$ cat src/rtl/cpu_pkg.sv
// Shared CPU definitions used by the fetch unit and its helpers.
//   - opcode constants seen by the fetch path
//   - NOP_WORD: IR contents while no instruction is held
//   - fetch_state_t: fetch sequencer states
package cpu_pkg;

  localparam logic [5:0] OP_RTYPE = 6'b000000;  // JR lives here when jump=1
  localparam logic [5:0] OP_J     = 6'b000010;
  localparam logic [5:0] OP_JAL   = 6'b000011;
  localparam logic [5:0] OP_BEQ   = 6'b000100;
  localparam logic [5:0] OP_BNE   = 6'b000101;
  localparam logic [5:0] OP_STALL = 6'b000110;
  localparam logic [5:0] OP_NOP   = 6'b111111;

  localparam logic [31:0] NOP_WORD = 32'hFC00_0000;

  typedef enum logic [1:0] {
    IDLE,
    FETCH,
    HOLD
  } fetch_state_t;

endpackage

$ cat src/rtl/fetch_unit_if.sv
// Instruction memory req/ack read channel.
//   imem_req   : fetch request, held until imem_ack
//   imem_addr  : fetch address, stable while imem_req is high
//   imem_ack   : read data valid this cycle
//   imem_rdata : instruction word
// master = fetch unit, slave = instruction memory.
interface fetch_unit_if #(
  parameter int ADDR_W = 32
);
  logic              imem_req;
  logic [ADDR_W-1:0] imem_addr;
  logic              imem_ack;
  logic [31:0]       imem_rdata;

  modport master (output imem_req, imem_addr, input  imem_ack, imem_rdata);
  modport slave  (input  imem_req, imem_addr, output imem_ack, imem_rdata);
endinterface

$ cat src/rtl/fetch_unit_next_pc.sv
// next_pc_calc: combinational next-PC selection for the fetch unit.
//   i_pc, i_ir          : current PC and instruction register
//   i_jump, i_beq, i_bne: decoder control
//   i_zero              : ALU zero flag
//   i_rs_data           : JR target
//   o_next_pc           : selected next PC (jump > branch > sequential)
//   o_misalign          : pulse, JR target had nonzero low bits
module next_pc_calc #(
  parameter int ADDR_W = 32
) (
  input  logic [ADDR_W-1:0] i_pc,
  input  logic [31:0]       i_ir,
  input  logic              i_jump,
  input  logic              i_beq,
  input  logic              i_bne,
  input  logic              i_zero,
  input  logic [ADDR_W-1:0] i_rs_data,
  output logic [ADDR_W-1:0] o_next_pc,
  output logic              o_misalign
);
  import cpu_pkg::*;

  logic [ADDR_W-1:0] w_pc4, w_jr, w_jtgt, w_boff;
  logic              w_taken;

  assign w_pc4  = i_pc + ADDR_W'(4);
  assign w_jr   = {i_rs_data[ADDR_W-1:2], 2'b00};
  // J/JAL keep the region bits [ADDR_W-1:28] of pc+4; masking rather than
  // slicing keeps this legal at the minimum width of 28.
  assign w_jtgt = (w_pc4 & ~ADDR_W'(28'hFFF_FFFF)) | ADDR_W'({i_ir[25:0], 2'b00});
  assign w_boff = {{(ADDR_W-18){i_ir[15]}}, i_ir[15:0], 2'b00};
  assign w_taken = (i_beq & i_zero) | (i_bne & ~i_zero);

  always_comb begin
    o_next_pc  = w_pc4;
    o_misalign = 1'b0;
    if (i_jump) begin
      if (i_ir[31:26] == OP_RTYPE) begin
        o_next_pc  = w_jr;
        o_misalign = |i_rs_data[1:0];
      end else begin
        o_next_pc  = w_jtgt;
      end
    end else if (w_taken) begin
      o_next_pc = w_pc4 + w_boff;
    end
  end

endmodule

$ cat src/rtl/fetch_unit.sv
// fetch_unit: PC sequencer and instruction register feeding the decoder.
//   clk, rst       : clock, synchronous active-low reset
//   imem           : req/ack instruction memory channel (master side)
//   inc_pc, jump, branch_on_eq, branch_on_neq, zero, rs_data : next-PC inputs
//   instr/opcode/funct : IR and its decoder fields
//   pc, pc_plus4   : address of IR instruction and its link value
//   instr_valid    : IR holds a fetched instruction
//   misalign       : sticky, a JR target was not word aligned
module fetch_unit #(
  parameter int                ADDR_W   = 32,
  parameter logic [ADDR_W-1:0] RESET_PC = '0,
  parameter logic [31:0]       NOP_WORD = cpu_pkg::NOP_WORD
) (
  input  logic               clk,
  input  logic               rst,
  fetch_unit_if.master       imem,
  input  logic               inc_pc,
  input  logic               jump,
  input  logic               branch_on_eq,
  input  logic               branch_on_neq,
  input  logic               zero,
  input  logic [ADDR_W-1:0]  rs_data,
  output logic [31:0]        instr,
  output logic [5:0]         opcode,
  output logic [5:0]         funct,
  output logic [ADDR_W-1:0]  pc,
  output logic [ADDR_W-1:0]  pc_plus4,
  output logic               instr_valid,
  output logic               misalign
);
  import cpu_pkg::*;

  fetch_state_t      r_state;
  logic [1:0]        r_idle_cnt;
  logic [ADDR_W-1:0] r_pc;
  logic [31:0]       r_ir;
  logic              r_req, r_valid, r_mis;
  logic [ADDR_W-1:0] w_next_pc;
  logic              w_mis;

  next_pc_calc #(.ADDR_W(ADDR_W)) u_next_pc (
    .i_pc      (r_pc),
    .i_ir      (r_ir),
    .i_jump    (jump),
    .i_beq     (branch_on_eq),
    .i_bne     (branch_on_neq),
    .i_zero    (zero),
    .i_rs_data (rs_data),
    .o_next_pc (w_next_pc),
    .o_misalign(w_mis)
  );

  always_ff @(posedge clk) begin
    if (!rst) begin
      r_state    <= IDLE;
      r_idle_cnt <= 2'd0;
      r_pc       <= RESET_PC;
      r_ir       <= NOP_WORD;
      r_req      <= 1'b0;
      r_valid    <= 1'b0;
      r_mis      <= 1'b0;
    end else begin
      case (r_state)
        // The release edge plus one full IDLE cycle pass before the
        // request goes out, so it rises two edges after release.
        IDLE: begin
          if (r_idle_cnt == 2'd2) begin
            r_state <= FETCH;
            r_req   <= 1'b1;
          end else begin
            r_idle_cnt <= r_idle_cnt + 2'd1;
          end
        end
        FETCH: begin
          if (imem.imem_ack) begin
            r_ir    <= imem.imem_rdata;
            r_req   <= 1'b0;
            r_valid <= 1'b1;
            r_state <= HOLD;
          end
        end
        HOLD: begin
          // A stall opcode pins the instruction regardless of inc_pc.
          if (inc_pc && (r_ir[31:26] != OP_STALL)) begin
            r_pc    <= w_next_pc;
            r_ir    <= NOP_WORD;
            r_valid <= 1'b0;
            r_req   <= 1'b1;
            r_state <= FETCH;
            if (w_mis) r_mis <= 1'b1;
          end
        end
        default: r_state <= IDLE;
      endcase
    end
  end

  assign imem.imem_req  = r_req;
  assign imem.imem_addr = r_pc;
  assign instr       = r_ir;
  assign opcode      = r_ir[31:26];
  assign funct       = r_ir[5:0];
  assign pc          = r_pc;
  assign pc_plus4    = r_pc + ADDR_W'(4);
  assign instr_valid = r_valid;
  assign misalign    = r_mis;

endmodule

$ cat src/flat_wrapper.sv
// flat-port wrapper written by rule: the top's interface ports become plain ports
module fetch_unit_flat import cpu_pkg::*;
#(
  parameter int                ADDR_W   = 32,
  parameter logic [ADDR_W-1:0] RESET_PC = '0,
  parameter logic [31:0]       NOP_WORD = cpu_pkg::NOP_WORD
)
  (clk, rst, inc_pc, jump, branch_on_eq, branch_on_neq, zero, rs_data, instr, opcode, funct, pc, pc_plus4, instr_valid, misalign, imem_imem_req, imem_imem_addr, imem_imem_ack, imem_imem_rdata);
  fetch_unit_if #(.ADDR_W(ADDR_W)) imem_i ();
  input  logic clk;
  input  logic rst;
  input  logic inc_pc;
  input  logic jump;
  input  logic branch_on_eq;
  input  logic branch_on_neq;
  input  logic zero;
  input  logic [ADDR_W-1:0] rs_data;
  output logic [31:0] instr;
  output logic [5:0] opcode;
  output logic [5:0] funct;
  output logic [ADDR_W-1:0] pc;
  output logic [ADDR_W-1:0] pc_plus4;
  output logic instr_valid;
  output logic misalign;
  output wire logic [$bits(imem_i.imem_req)-1:0] imem_imem_req;
  output wire logic [$bits(imem_i.imem_addr)-1:0] imem_imem_addr;
  input wire logic [$bits(imem_i.imem_ack)-1:0] imem_imem_ack;
  input wire logic [$bits(imem_i.imem_rdata)-1:0] imem_imem_rdata;
  assign imem_imem_req = imem_i.imem_req;
  assign imem_imem_addr = imem_i.imem_addr;
  assign imem_i.imem_ack = imem_imem_ack;
  assign imem_i.imem_rdata = imem_imem_rdata;
  fetch_unit #(.ADDR_W(ADDR_W), .RESET_PC(RESET_PC), .NOP_WORD(NOP_WORD)) u_core (.clk(clk), .rst(rst), .imem(imem_i), .inc_pc(inc_pc), .jump(jump), .branch_on_eq(branch_on_eq), .branch_on_neq(branch_on_neq), .zero(zero), .rs_data(rs_data), .instr(instr), .opcode(opcode), .funct(funct), .pc(pc), .pc_plus4(pc_plus4), .instr_valid(instr_valid), .misalign(misalign));
endmodule
$ cat config.mk
export PLATFORM = sky130hd
export DESIGN_NAME = fetch_unit_flat
export DESIGN_NICKNAME = d
export VERILOG_FILES = /design/src/rtl/cpu_pkg.sv /design/src/rtl/fetch_unit_if.sv /design/src/rtl/fetch_unit_next_pc.sv /design/src/rtl/fetch_unit.sv /design/src/flat_wrapper.sv
export SDC_FILE = /design/constraint.sdc
export NUM_CORES = 1
export LEC_CHECK = 0
export CAP_MARGIN = 10
export CORE_MARGIN = 3
export CORE_UTILIZATION = 30
export DETAILED_ROUTE_END_ITERATION = 8
export GPL_ROUTABILITY_DRIVEN = 1
export PLACE_DENSITY = 0.68
export SLEW_MARGIN = 20
export SYNTH_ARGS = -nofsm -noshare
export SYNTH_HDL_FRONTEND = slang
export SYNTH_SLANG_ARGS = --single-unit
$ cat constraint.sdc
create_clock -name clk -period 5 [get_ports clk]
set_input_delay 1 -clock clk [delete_from_list [all_inputs] [get_ports clk]]
set_output_delay 1 -clock clk [all_outputs]
set_load 0.05 [all_outputs]
==> flow_summary.html <==
<table>
<tr><th>Metric</th><th>Value</th></tr>
<tr><th colspan="2">Power and ir drop</th></tr>
<tr><td>Total power draw</td><td>1.97 mW</td></tr>
<tr><td>Clk network pwr share</td><td>31.1%</td></tr>
<tr><td>Switching fraction of total power</td><td>39.8%</td></tr>
<tr><td>Leakage power of the design</td><td>3.18 nW</td></tr>
<tr><td>Combinational share of power</td><td>35.4%</td></tr>
<tr><td>Internal power component</td><td>1.18 mW</td></tr>
<tr><td>Worst IR Drop VDD</td><td>152 uV</td></tr>
<tr><td>Total power divided by cell area</td><td>236 mW/mm^2</td></tr>
<tr><td>Net Sw Power</td><td>783 uW</td></tr>
<tr><td>Sequential group share of total power</td><td>33.5%</td></tr>
<tr><th colspan="2">Setup path</th></tr>
<tr><td>Critical path arrival</td><td>3.25 ns</td></tr>
<tr><td>Critical path class</td><td>flop to output pin</td></tr>
<tr><td>Depth of the worst register-to-register path</td><td>15</td></tr>
<tr><td>Worst reg2reg path startpoint</td><td>u_core.imem.imem_addr[4]</td></tr>
<tr><td>Required time of the worst setup path</td><td>4.00 ns</td></tr>
<tr><td>Type of element capturing the critical path</td><td>output pin</td></tr>
<tr><td>Peak fanout along the critical path</td><td>9</td></tr>
<tr><td>Crit path launch type</td><td>flop</td></tr>
<tr><td>Reg2Reg Setup Slack</td><td>0.79 ns</td></tr>
<tr><td>Worst r2r dst</td><td>u_core.imem.imem_addr[30]</td></tr>
<tr><td>Critical path origin</td><td>u_core.imem.imem_addr[4]</td></tr>
<tr><th colspan="2">Place</th></tr>
<tr><td># port buffers</td><td>208</td></tr>
<tr><td>Weighted congestion at the end of routability-driven global placement</td><td>0.990</td></tr>
<tr><td>Post-place instance area</td><td>0.00806 sq mm</td></tr>
<tr><td>Worst slack after detailed placement</td><td>0.908 ns</td></tr>
<tr><td>DP HPWL</td><td>18800 um</td></tr>
<tr><th colspan="2">STA</th></tr>
<tr><td>Final setup skew</td><td>0.00743 ns</td></tr>
<tr><td>Number of endpoints failing setup at the final stage</td><td>0</td></tr>
<tr><td>Number of slew-limit violations in the final report</td><td>0</td></tr>
<tr><td>Setup repair after global routing missed its margin</td><td>false</td></tr>
<tr><td>Final sum of negative setup slack</td><td>0 ns</td></tr>
<tr><td>Min Tclk post-route</td><td>4.25 ns</td></tr>
<tr><td>Post-route clock period utilization</td><td>85.1%</td></tr>
<tr><td>Worst slew slack as a fraction of its limit</td><td>39.2%</td></tr>
<tr><td>Achievable clock frequency</td><td>235 MHz</td></tr>
<tr><td>Number of endpoints with negative hold slack in the final report</td><td>0</td></tr>
<tr><td>Slew @ Worst Pin</td><td>0.894 ns</td></tr>
<tr><td>Fin worst setup slack</td><td>0.745 ns</td></tr>
<tr><th colspan="2">Drt</th></tr>
<tr><td>Detailed-route wire length per cell</td><td>20.3 um</td></tr>
<tr><td>Post-route ant nets</td><td>0</td></tr>
<tr><td>Total detailed-routing wirelength</td><td>25000 um</td></tr>
<tr><td>Initial detailed-routing violation count</td><td>565</td></tr>
<tr><td>Vias</td><td>6703</td></tr>
<tr><td>Number of iterations in the first detailed-routing pass</td><td>5</td></tr>
<tr><td>Via density per instance</td><td>5.44</td></tr>
<tr><td>Count of unresolved DRC violations after routing</td><td>0</td></tr>
<tr><th colspan="2">Min path</th></tr>
<tr><td>Cell depth of the worst hold path</td><td>1</td></tr>
<tr><td>Worst Hold Class</td><td>flop to flop</td></tr>
<tr><td>Hold path endpoint</td><td>u_core.misalign</td></tr>
<tr><td>Beginning of the worst hold path</td><td>u_core.misalign</td></tr>
<tr><th colspan="2">Yosys</th></tr>
<tr><td>Synthesized cell area</td><td>0.00605 sq mm</td></tr>
<tr><td>Sequential cell area fraction in the yosys report</td><td>22.8%</td></tr>
<tr><td>Yosys warning count</td><td>0</td></tr>
<tr><td>Syn_area_per_cell</td><td>7.40 sq um</td></tr>
<tr><td>Synth Register Bits</td><td>69</td></tr>
<tr><td>Synth async-reset ratio</td><td>0%</td></tr>
<tr><td>Most used flip-flop cell after synthesis</td><td>dfxtp_1</td></tr>
<tr><td>Post-synthesis cell type count</td><td>63</td></tr>
<tr><td>Synthesized instance count</td><td>818</td></tr>
<tr><td>Number of flops mapped to enable cells by yosys</td><td>0</td></tr>
<tr><th colspan="2">Global route</th></tr>
<tr><td>GR Overflow Total</td><td>0</td></tr>
<tr><td>GRT Util Overall</td><td>22.2%</td></tr>
<tr><td>First-pass GRT wire length</td><td>37600 um</td></tr>
<tr><td>Largest net degree at the start of global routing</td><td>54</td></tr>
<tr><td>Vias in the first global route</td><td>6375</td></tr>
<tr><td>Number of antenna violations at the first check in global routing</td><td>0</td></tr>
<tr><th colspan="2">Floorplan</th></tr>
<tr><td>Y dimension of the die</td><td>148 um</td></tr>
<tr><td>Floorplan Core Area</td><td>0.0197 sq mm</td></tr>
<tr><td>Area of the die</td><td>0.0219 sq mm</td></tr>
<tr><td>Starting Density</td><td>30.8%</td></tr>
<tr><td>Die width</td><td>148 um</td></tr>
<tr><td>Site Rows</td><td>51</td></tr>
<tr><td>Number of top-level pins</td><td>215</td></tr>
<tr><th colspan="2">Clock tree</th></tr>
<tr><td>CTS tree</td><td>yes</td></tr>
<tr><td>Root buffer cell</td><td>clkbuf_16</td></tr>
<tr><td>Number of CTS-inserted buffers</td><td>9</td></tr>
<tr><td>Number of H-tree levels</td><td>3</td></tr>
<tr><td>Buffer count from post-CTS setup fixing</td><td>0</td></tr>
<tr><td>Worst-Skew Late Latency</td><td>0.35 ns</td></tr>
<tr><td>Resized cells post-CTS</td><td>0</td></tr>
<tr><td>Clock sink count</td><td>69</td></tr>
<tr><td>Number of buffers between clock root and the deepest sink</td><td>2</td></tr>
<tr><td>Clock transition at path regs</td><td>0.06 ns</td></tr>
<tr><td>Hold-fix buffers at CTS</td><td>0</td></tr>
<tr><th colspan="2">Cells and area</th></tr>
<tr><td>Post-route cell area</td><td>0.00832 sq mm</td></tr>
<tr><td>Filler cell count</td><td>2059</td></tr>
<tr><td>Share of post-route cells with drive strength above 1</td><td>4.75%</td></tr>
<tr><td>Area growth from synthesis to final layout</td><td>37.5%</td></tr>
<tr><td>Nets@finish</td><td>1074</td></tr>
<tr><td>Number of antenna repair diodes</td><td>0</td></tr>
<tr><th colspan="2">Status</th></tr>
<tr><td>Run status</td><td>complete, no violations</td></tr>
<tr><th colspan="2">Flow run</th></tr>
<tr><td>Max-cap violation count</td><td>0</td></tr>
</table>
[registers in the layout, indices dropped and copies added, names as in the netlist]
register and count:
u_core.r_idle_cnt 2, u_core.instr 32, u_core.misalign 1, u_core.imem.imem_req 1, u_core.imem.imem_addr 30, u_core.r_state 2
u_core.instr_valid 1
[power groups by stage]
| stage | logic, mW | clock network (mW) | registers [mW] |
|---|---|---|---|
| after global routing | 0.746 | 0.643 | 0.665 |
| after global placement | 0.692 | 0 | 0.668 |
| after detailed placement | 0.695 | 0 | 0.669 |
| after CTS | 0.696 | 0.623 | 0.657 |
| after floorplan | 0.361 | 0 | 0.762 |
| final | 0.696 | 0.611 | 0.658 |
[synthesized netlist by cell type (all sizes together), types with 6 or more instances]
cell / instances / share of area [%]
ha: 37 / 7.6
xor2: 19 / 2.7
and3: 12 / 1.2
dfxtp: 69 / 23
inv: 14 / 0.87
nor3: 15 / 1.2
a31oi: 13 / 1.4
o221ai: 7 / 1.0
a32o: 6 / 0.99
a21oi: 50 / 4.1
nor2: 45 / 2.8
a21boi: 31 / 3.8
clkbuf: 31 / 1.9
and4: 9 / 1.3
a21o: 22 / 2.7
and2: 6 / 0.62
nand3: 57 / 4.7
o21ai: 40 / 3.3
buf: 61 / 7.1
o21a: 8 / 0.99
xnor2: 34 / 4.9
nand4: 13 / 1.6
nor2b: 8 / 0.83
a211oi: 8 / 0.99
o211ai: 9 / 1.1
nand2: 133 / 8.2
[metal layers]
| layer | GRT usage, % | wire length [um] | up-vias |
|---|---|---|---|
| met5 | 0 | 0 | - |
| met4 | 5.87 | 560 | 0 |
| met3 | 7.68 | 2350 | 42 |
| met2 | 35.1 | 11300 | 297 |
| met1 | 28.9 | 10700 | 3170 |
| li1 | - | - | 3194 |
[worst max-delay path: stages, from the launching register on]
cell and delay, ns:
dfxtp_1 0.50, and4_4 0.31, nand4_2 0.22, nor3_1 0.31
buf_4 0.23, nand3_1 0.10, xnor2_1 0.35, clkdlybuf4s50_1 0.88
[cells by family after synthesis]
logic type	synth area share (%)
other cells	0.0619
xor+xnor	7.67
fa+ha+maj	7.98
compound gates	26.1
buf+inv	9.92
flops	22.8
simple gates	24.4
mux	1.03
[how the worst max path moves through the flow]
stage / end / slack [ns] / cells after the start
2_1_floorplan: u_core.imem.imem_addr[31] / 0.19 / 14
4_1_cts: pc_plus4[30] / 0.74 / 7
5_1_grt: pc_plus4[24] / 0.53 / 6
3_3_place_gp: u_core.imem.imem_addr[30] / 0.94 / 15
6_report: pc_plus4[23] / 0.75 / 7
3_5_place_dp: u_core.imem.imem_addr[30] / 0.91 / 15
[cell usage in the layout, fill, tap and decap left out, drive strengths merged, types with 8 or more instances in the layout]
cell / count
a211oi: 8
a21boi: 31
a21o: 22
a21oi: 50
a31oi: 13
and3: 12
and4: 9
buf: 15
clkbuf: 10
clkdlybuf4s50: 207
dfxtp: 69
ha: 37
inv: 14
nand2: 133
nand3: 57
nand4: 13
nor2: 45
nor2b: 8
nor3: 15
o211ai: 9
o21a: 8
o21ai: 40
xnor2: 34
xor2: 19
[stage by stage]
step           utilization, %  hold WS, ns  instances
4_1_cts                  42.4        0.471       1233
6_report                 42.4        0.468       1233
5_1_grt                  42.4        0.482       1233
2_1_floorplan               -        0.476        823
3_5_place_dp             41.0        0.457       1218
3_3_place_gp             41.0        0.448       1218
[layout make-up]
class,count,area (sq um),share of cell area [%]
multi-input cells,648,4110,49.4
repair buffers,222,2180,26.2
flip-flops and latches,69,1380,16.6
well taps,265,332,3.98
clock buffers,10,229,2.75
inverters,14,52.6,0.631
clock inverters,5,38.8,0.466
Note: power is estimated with default switching activity, not from simulation.
